==> config.mk <==
export PLATFORM = sky130hd
export DESIGN_NAME = bus_uart_tx_flat
export DESIGN_NICKNAME = d
export VERILOG_FILES = /design/src/rtl/cpu_reg_package.sv /design/src/rtl/bus_uart_tx_if.sv /design/src/rtl/sync_fifo.sv /design/src/rtl/bus_uart_tx.sv /design/src/flat_wrapper.sv
export SDC_FILE = /design/constraint.sdc
export NUM_CORES = 1
export LEC_CHECK = 0
export CORE_MARGIN = 2
export CORE_UTILIZATION = 35
export CTS_BUF_LIST = sky130_fd_sc_hd__clkbuf_4
export CTS_CLUSTER_SIZE = 24
export DETAILED_ROUTE_END_ITERATION = 10
export PLACE_DENSITY = 0.6
export SYNTH_ARGS = -nofsm -noshare
export SYNTH_HDL_FRONTEND = slang
export SYNTH_HIERARCHICAL = 1
export SYNTH_SLANG_ARGS = --single-unit
export TNS_END_PERCENT = 50
==> constraint.sdc <==
create_clock -name clk_i -period 1.5 [get_ports clk_i]
set_clock_uncertainty 0.1 [all_clocks]
set_input_delay 0.225 -clock clk_i [delete_from_list [all_inputs] [get_ports clk_i]]
set_output_delay 0.225 -clock clk_i [all_outputs]
set_load 0.05 [all_outputs]
==> src/rtl/cpu_reg_package.sv <==
// Shared CPU register-bus definitions for the UART transmitter.
// Contents: bus widths, UART register offsets, the STATUS register
// layout and the TX state encoding.
package cpu_reg_package;

   localparam int address_width = 32;
   localparam int data_width    = 32;

   localparam logic [address_width-1:0] UART_TXDATA_OFS = 32'h0000_0000;
   localparam logic [address_width-1:0] UART_STATUS_OFS = 32'h0000_0004;
   localparam logic [address_width-1:0] UART_CTRL_OFS   = 32'h0000_0008;

   // STATUS register as seen on the bus, MSB first.
   typedef struct packed {
      logic [22:0] rsvd;
      logic [4:0]  count;
      logic        ovf;
      logic        busy;
      logic        empty;
      logic        full;
   } uart_status_t;

   typedef enum logic [1:0] {
      TX_IDLE  = 2'd0,
      TX_START = 2'd1,
      TX_DATA  = 2'd2,
      TX_STOP  = 2'd3
   } tx_state_t;

endpackage

==> src/rtl/bus_uart_tx_if.sv <==
// CPU bus connection of the UART transmitter.
// Signal names are from the peripheral's point of view:
//   address_i  bus address          (master -> slave)
//   we_i       write strobe         (master -> slave)
//   data_i     write data           (master -> slave)
//   data_o     registered read data (slave -> master)
//   irq_o      level interrupt      (slave -> master)
interface bus_uart_tx_if;
   import cpu_reg_package::*;

   logic [address_width-1:0] address_i;
   logic                     we_i;
   logic [data_width-1:0]    data_i;
   logic [data_width-1:0]    data_o;
   logic                     irq_o;

   modport master (
      output address_i,
      output we_i,
      output data_i,
      input  data_o,
      input  irq_o
   );

   modport slave (
      input  address_i,
      input  we_i,
      input  data_i,
      output data_o,
      output irq_o
   );

endinterface

==> src/rtl/sync_fifo.sv <==
// Single-clock FIFO with first-word read-through.
// Ports:
//   clk_i, reset_i  clock, asynchronous active-high reset
//   push_i/data_i   write request and data; ignored when full, even if a
//                   pop happens in the same cycle
//   pop_i/data_o    read request; data_o always shows the oldest entry
//   full_o/empty_o  derived from a separate occupancy counter
//   count_o         occupancy 0..DEPTH
module sync_fifo #(
   parameter int WIDTH = 8,
   parameter int DEPTH = 16
) (
   input  logic                         clk_i,
   input  logic                         reset_i,
   input  logic                         push_i,
   input  logic [WIDTH-1:0]             data_i,
   input  logic                         pop_i,
   output logic [WIDTH-1:0]             data_o,
   output logic                         full_o,
   output logic                         empty_o,
   output logic [$clog2(DEPTH+1)-1:0]   count_o
);

   localparam int PTR_W = (DEPTH > 1) ? $clog2(DEPTH) : 1;
   localparam int CNT_W = $clog2(DEPTH+1);

   logic [WIDTH-1:0] mem_q [DEPTH];
   logic [PTR_W-1:0] wr_ptr_q;
   logic [PTR_W-1:0] rd_ptr_q;
   logic [CNT_W-1:0] count_q;
   logic             push_ok;
   logic             pop_ok;

   assign full_o  = (count_q == CNT_W'(DEPTH));
   assign empty_o = (count_q == '0);
   assign count_o = count_q;
   assign data_o  = mem_q[rd_ptr_q];

   assign push_ok = push_i & ~full_o;
   assign pop_ok  = pop_i & ~empty_o;

   function automatic logic [PTR_W-1:0] ptr_inc(input logic [PTR_W-1:0] p);
      return (p == PTR_W'(DEPTH-1)) ? '0 : p + PTR_W'(1);
   endfunction

   always_ff @(posedge clk_i or posedge reset_i) begin
      if (reset_i) begin
         wr_ptr_q <= '0;
         rd_ptr_q <= '0;
         count_q  <= '0;
      end else begin
         if (push_ok) wr_ptr_q <= ptr_inc(wr_ptr_q);
         if (pop_ok)  rd_ptr_q <= ptr_inc(rd_ptr_q);
         case ({push_ok, pop_ok})
            2'b10:   count_q <= count_q + CNT_W'(1);
            2'b01:   count_q <= count_q - CNT_W'(1);
            default: count_q <= count_q;
         endcase
      end
   end

   // Storage needs no reset; the pointers and count define validity.
   always_ff @(posedge clk_i) begin
      if (push_ok) mem_q[wr_ptr_q] <= data_i;
   end

endmodule

==> src/rtl/bus_uart_tx.sv <==
// Memory-mapped UART transmitter (8N1) with a TX FIFO.
// Registers (offsets from BASE_ADDR):
//   +0 TXDATA  write only, pushes data[7:0]
//   +4 STATUS  read only: full, empty, busy, ovf (sticky, cleared on read), count
//   +8 CTRL    bit0 irq_en
// Ports:
//   clk_i, reset_i  clock, asynchronous active-high reset
//   bus             CPU bus slave (address, write strobe/data, read data, irq)
//   uart_tx_o       serial line, idle high, driven from a flop
//
// state    | meaning
// ---------+-----------------------------------------------
// TX_IDLE  | line high, waiting for the FIFO to hold a byte
// TX_START | start bit (0) for CLKS_PER_BIT cycles
// TX_DATA  | 8 data bits, LSB first, CLKS_PER_BIT each
// TX_STOP  | stop bit (1); at its end pop next byte or idle
module bus_uart_tx import cpu_reg_package::*; #(
   parameter logic [address_width-1:0] BASE_ADDR    = 32'h0000_9000,
   parameter int                       CLKS_PER_BIT = 868,
   parameter int                       FIFO_DEPTH   = 16
) (
   input  logic          clk_i,
   input  logic          reset_i,
   bus_uart_tx_if.slave  bus,
   output logic          uart_tx_o
);

   localparam int                BAUD_W      = $clog2(CLKS_PER_BIT);
   localparam logic [BAUD_W-1:0] BAUD_RELOAD = BAUD_W'(CLKS_PER_BIT - 1);
   localparam int                CNT_W       = $clog2(FIFO_DEPTH + 1);

   // Reset asserts immediately but is released only after two clk_i edges,
   // so every flop leaves reset on a clean clock boundary.
   logic [1:0] rst_sync_q;
   logic       rst_int;

   always_ff @(posedge clk_i or posedge reset_i) begin
      if (reset_i) rst_sync_q <= 2'b11;
      else         rst_sync_q <= {rst_sync_q[0], 1'b0};
   end

   assign rst_int = rst_sync_q[1];

   logic sel_txdata;
   logic sel_status;
   logic sel_ctrl;
   logic push_req;
   logic status_rd;
   logic ctrl_wr;

   assign sel_txdata = (bus.address_i == BASE_ADDR + UART_TXDATA_OFS);
   assign sel_status = (bus.address_i == BASE_ADDR + UART_STATUS_OFS);
   assign sel_ctrl   = (bus.address_i == BASE_ADDR + UART_CTRL_OFS);
   assign push_req   = bus.we_i & sel_txdata;
   assign status_rd  = ~bus.we_i & sel_status;
   assign ctrl_wr    = bus.we_i & sel_ctrl;

   logic             unused_data;
   assign unused_data = &{1'b0, bus.data_i[data_width-1:8]};

   tx_state_t        state_q;
   logic [BAUD_W-1:0] baud_q;
   logic [2:0]       bit_idx_q;
   logic [7:0]       shreg_q;
   logic             tx_q;

   logic [7:0]       fifo_rdata;
   logic             fifo_full;
   logic             fifo_empty;
   logic [CNT_W-1:0] fifo_count;
   logic             fifo_pop;

   // Pops only look at the registered empty flag, so a byte pushed into an
   // empty FIFO is taken one cycle later.
   assign fifo_pop = ~fifo_empty &
                     ((state_q == TX_IDLE) || ((state_q == TX_STOP) && (baud_q == '0)));

   sync_fifo #(
      .WIDTH (8),
      .DEPTH (FIFO_DEPTH)
   ) u_fifo (
      .clk_i   (clk_i),
      .reset_i (rst_int),
      .push_i  (push_req),
      .data_i  (bus.data_i[7:0]),
      .pop_i   (fifo_pop),
      .data_o  (fifo_rdata),
      .full_o  (fifo_full),
      .empty_o (fifo_empty),
      .count_o (fifo_count)
   );

   always_ff @(posedge clk_i or posedge rst_int) begin
      if (rst_int) begin
         state_q   <= TX_IDLE;
         baud_q    <= '0;
         bit_idx_q <= '0;
         shreg_q   <= '0;
         tx_q      <= 1'b1;
      end else begin
         case (state_q)
            TX_IDLE: begin
               if (!fifo_empty) begin
                  shreg_q <= fifo_rdata;
                  baud_q  <= BAUD_RELOAD;
                  tx_q    <= 1'b0;
                  state_q <= TX_START;
               end
            end
            TX_START: begin
               if (baud_q == '0) begin
                  baud_q    <= BAUD_RELOAD;
                  bit_idx_q <= 3'd0;
                  tx_q      <= shreg_q[0];
                  state_q   <= TX_DATA;
               end else begin
                  baud_q <= baud_q - BAUD_W'(1);
               end
            end
            TX_DATA: begin
               if (baud_q == '0) begin
                  baud_q <= BAUD_RELOAD;
                  if (bit_idx_q == 3'd7) begin
                     tx_q    <= 1'b1;
                     state_q <= TX_STOP;
                  end else begin
                     bit_idx_q <= bit_idx_q + 3'd1;
                     tx_q      <= shreg_q[bit_idx_q + 3'd1];
                  end
               end else begin
                  baud_q <= baud_q - BAUD_W'(1);
               end
            end
            TX_STOP: begin
               if (baud_q == '0) begin
                  if (!fifo_empty) begin
                     shreg_q <= fifo_rdata;
                     baud_q  <= BAUD_RELOAD;
                     tx_q    <= 1'b0;
                     state_q <= TX_START;
                  end else begin
                     state_q <= TX_IDLE;
                  end
               end else begin
                  baud_q <= baud_q - BAUD_W'(1);
               end
            end
            default: begin
               tx_q    <= 1'b1;
               state_q <= TX_IDLE;
            end
         endcase
      end
   end

   assign uart_tx_o = tx_q;

   logic                  irq_en_q;
   logic                  ovf_q;
   logic                  irq_q;
   logic [data_width-1:0] rdata_q;
   logic [data_width-1:0] rdata_d;
   uart_status_t          status_d;

   always_comb begin
      status_d       = '0;
      status_d.full  = fifo_full;
      status_d.empty = fifo_empty;
      status_d.busy  = (state_q != TX_IDLE);
      status_d.ovf   = ovf_q;
      status_d.count = 5'(fifo_count);
   end

   always_comb begin
      rdata_d = '0;
      if (!bus.we_i) begin
         if (sel_status)    rdata_d = status_d;
         else if (sel_ctrl) rdata_d = {{(data_width-1){1'b0}}, irq_en_q};
      end
   end

   always_ff @(posedge clk_i or posedge rst_int) begin
      if (rst_int) begin
         rdata_q  <= '0;
         irq_en_q <= 1'b0;
         ovf_q    <= 1'b0;
         irq_q    <= 1'b0;
      end else begin
         rdata_q <= rdata_d;
         if (ctrl_wr) irq_en_q <= bus.data_i[0];
         // A new overflow wins over the clear-on-read in the same cycle.
         if (push_req && fifo_full) ovf_q <= 1'b1;
         else if (status_rd)        ovf_q <= 1'b0;
         irq_q <= irq_en_q & fifo_empty & (state_q == TX_IDLE);
      end
   end

   assign bus.data_o = rdata_q;
   assign bus.irq_o  = irq_q;

endmodule

==> src/flat_wrapper.sv <==
// flat-port wrapper written by rule: the top's interface ports become plain ports
module bus_uart_tx_flat import cpu_reg_package::*;
#(
   parameter logic [address_width-1:0] BASE_ADDR    = 32'h0000_9000,
   parameter int                       CLKS_PER_BIT = 868,
   parameter int                       FIFO_DEPTH   = 16
)
  (clk_i, reset_i, uart_tx_o, bus_address_i, bus_we_i, bus_data_i, bus_data_o, bus_irq_o);
  bus_uart_tx_if bus_i ();
  input  logic clk_i;
  input  logic reset_i;
  output logic uart_tx_o;
  input wire logic [$bits(bus_i.address_i)-1:0] bus_address_i;
  input wire logic [$bits(bus_i.we_i)-1:0] bus_we_i;
  input wire logic [$bits(bus_i.data_i)-1:0] bus_data_i;
  output wire logic [$bits(bus_i.data_o)-1:0] bus_data_o;
  output wire logic [$bits(bus_i.irq_o)-1:0] bus_irq_o;
  assign bus_i.address_i = bus_address_i;
  assign bus_i.we_i = bus_we_i;
  assign bus_i.data_i = bus_data_i;
  assign bus_data_o = bus_i.data_o;
  assign bus_irq_o = bus_i.irq_o;
  bus_uart_tx #(.BASE_ADDR(BASE_ADDR), .CLKS_PER_BIT(CLKS_PER_BIT), .FIFO_DEPTH(FIFO_DEPTH)) u_core (.clk_i(clk_i), .reset_i(reset_i), .bus(bus_i), .uart_tx_o(uart_tx_o));
endmodule
==> impl_metrics.ini <==
[placed_design]
portBuffers = 53
place_ws_ns = -2.11
place_inst = 978
hpwl_mm = 12.5
place.gp.congestion = 0.791
placed_cell_area_sq_mm = 0.00996

[global_routing]
grt-ovfl-total = 0
grt_pass1_wl_mm = 29.1
gr-usage-all-layers = 0.157
grt_max_degree = 38
antenna_found_initial = 1
grt_pass1_vias = 5430

[synthesis]
yosys-top-cells-area = edfxtp_1, dfrtp_1, mux2i_1
yosys.area.top_type = edfxtp_1
synthXorXnorAreaFrac = 0.00979
postSynthCellCount = 554
ys_seq_elements = 179
synth-edff-count = 128
yosysWarnings = 6
synth_top_family_by_area = multiplexers
seq_area_frac_synth = 0.636
synth_mux_area_frac = 0.112
synth_fa_ha_area_frac = 0.0289
netlist.area_leader.share = 0.477
synth_most_common_cell = edfxtp_1
syn_area_sq_mm = 0.00805
synth_compound_area_frac = 0.0832
synth_area_per_cell_sq_um = 14.5
yosys.area_share.simple = 0.0786
yosys.cell_types.count = 67
yosys_most_used_dff = edfxtp_1
synthArstFlopShare = 0.285
netlist_top_cells_count = edfxtp_1, dfrtp_1, nand2_1, mux2i_1, o21ai_0

[worst_setup_path]
crit_type = register to register
reg2reg_from = u_core/u_fifo/count_o[0]
crit_required_ns = 1.84
cp_max_fo = 4
critPathLaunch = u_core/u_fifo/count_o[0]
start_kind = register
cp.arrival_ns = 3.25
cp-end-kind = register

[min_path]
hold_path.class = input pin to register
min_from = bus_address_i[20]

[detailed_routing]
postRouteAntennaNets = 0
drt_iter0_markers = 332
drc_errors = 0
viasPerCell = 5.02
wl_per_cell_um = 18.2
first_pass_iters = 5
vias = 5197
routed_wl_mm = 18.8

[final_layout]
fin_area_sq_mm = 0.0108
fin_nets = 821
drive_above_1_share = 0.411
syn_to_final_growth_pct = 34.0
instances_no_fill = 1035

[clock_network]
cts_inserted_buffers = 17
cts_tree = done
ctsLongestPathBuffers = 2
clock-sinks = 179
clk_latency_ns = 0.56
cts.htree.levels = 4
root_buffer = clkbuf_4
clkTransAtPathRegs_ns = 0.15

[timing]
period_share = 1.94
fin_crit_ns = 2.91
max_clock_freq_ghz = 0.344
setup_viol_count_final = 178
relSlewSlack = 0.621
rsz0062_at_grt = yes
final-hold-violation-count = 0
worst_pin_slew_ns = 0.567
worst_slack_ns = -1.41
slew_viol_final = 0

[job]
drv_cap = 0

[power_and_ir_drop]
ir_drop_mv = 0.494
power_density_mw_per_mm2 = 783
leakagePower_nw = 4.00

[run_status]
violations = negative setup slack
status = complete, but fails checks

[die]
start_util = 0.356
die_h_um = 156
pin_count = 101
die_w_um = 156
die_area_sq_mm = 0.0242
core_sq_mm = 0.0226
rows = 55
-- layer usage --
metal / wire length [um] / global-route usage
met1: 7960 / 0.192
met2: 10000 / 0.282
met3: 582 / 0.0256
met4: 251 / 0.0529
met5: 0 / 0
-- logic make-up after synthesis --
| family | Yosys count |
|---|---|
| buffers and inverters | 67 |
| other | 1 |
| multiplexers | 63 |
| AND/OR/NAND/NOR | 122 |
| AO/OA/AOI/OAI | 95 |
| flip-flops | 179 |
| XOR/XNOR | 9 |
| adder cells (fa/ha/maj) | 18 |
-- through the flow --
step	hold slack [ns]	utilization	total power, mW	TNS [ns]
global placement	0.216	0.440	5.79	-222.87
detailed placement	0.224	0.440	5.80	-233.18
floorplan	0.0365	-	5.62	-134.80
CTS	0.0361	0.469	8.53	-78.23
finish	0.178	0.477	8.45	-87.92
global route	0.143	0.477	8.77	-100.46
-- worst paths after layout --
check,cells past startpoint,slack [ns],end
max in group asynchronous,1,0.69,u_core/u_fifo/rd_ptr_q[0]
setup reg to reg,11,-1.41,u_core/u_fifo/count_o[4]
setup / recovery,11,-1.41,u_core/u_fifo/count_o[4]
min in group asynchronous,1,0.22,u_core/u_fifo/rd_ptr_q[0]
hold / removal,7,0.18,u_core/bus.data_o[0]
hold reg to reg,1,0.22,u_core/u_fifo/rd_ptr_q[0]
-- critical path, cell delays in order, from the launching register on --
cell       delay (ns)
dfrtp_1          0.40
or4_4            0.58
nor2_4           0.12
nor2_2           0.06
o21ai_4          0.08
inv_4            0.06
ha_4             0.18
fa_2             0.34
a21o_1           0.22
a2111oi_2        0.30
a31oi_1          0.08
a311o_1          0.28
-- timing repair --
| action | 4_1_cts | 5_1_grt |
|---|---|---|
| hold buffers | 1 | 0 |
| endpoints found under the hold margin | 2 | 0 |
| pin swaps | 28 | 21 |
| buffers inserted | 13 | 15 |
| endpoints found under the setup margin | 188 | 181 |
| resized for setup | 163 | 34 |
-- cells in the final DEF (no fill, tap or decap), types with 7 or more instances in the layout --
cell type,synthesis,final
buf_6,4,13
nand3_1,8,7
mux4_2,9,15
nor2_1,25,11
o211ai_1,8,8
buf_4,24,109
nand2_1,35,31
mux2_4,0,8
nor2_4,1,14
edfxtp_1,128,128
buf_12,0,25
mux2i_1,33,32
buf_2,5,17
inv_1,18,17
dfrtp_1,48,47
clkdlybuf4s50_1,0,12
nor4_2,1,7
ha_1,17,13
clkbuf_4,0,17
a221oi_1,11,8
nor3_1,12,8
xnor2_1,9,7
conb_1,1,24
a22oi_1,10,10
nand2b_1,7,7
o21ai_0,26,18
-- sequential cells by signal (all words and copies together), names as in the netlist --
| name | count |
|---|---|
| u_core/shreg_q | 8 |
| u_core/u_fifo/rd_ptr_q | 4 |
| u_core/state_q | 2 |
| u_core/ovf_q | 1 |
| u_core/bus.data_o | 9 |
| u_core/bus.irq_o | 1 |
| u_core/u_fifo/wr_ptr_q | 4 |
| u_core/rst_sync_q | 2 |
| u_core/baud_q | 10 |
| u_core/irq_en_q | 1 |
| u_core/bit_idx_q | 3 |
| u_core/u_fifo/mem_q | 128 |
| u_core/u_fifo/count_o | 5 |
| u_core/uart_tx_o | 1 |
-- final cells by class --
cell class | instances | area, sq um
well taps | 285 | 357
clock inverters | 15 | 169
diodes | 1 | 2.50
inverters | 19 | 73.8
repair buffers | 188 | 1820
fillers | 1926 | 11900
clock buffers | 17 | 128
multi-input cells | 331 | 3120
flip-flops and latches | 179 | 5120
-- report_power, final --
| group | switching (mW) | total [mW] | internal (mW) | leakage, nW |
|---|---|---|---|---|
| combinational | 0.258 | 0.367 | 0.109 | 2.04 |
| clock | 1.74 | 2.77 | 1.04 | 0.158 |
| sequential | 0.00125 | 5.31 | 5.31 | 1.80 |
| total | 1.99 | 8.45 | 6.45 | 4.00 |
Note: power is estimated with default switching activity, not from simulation.
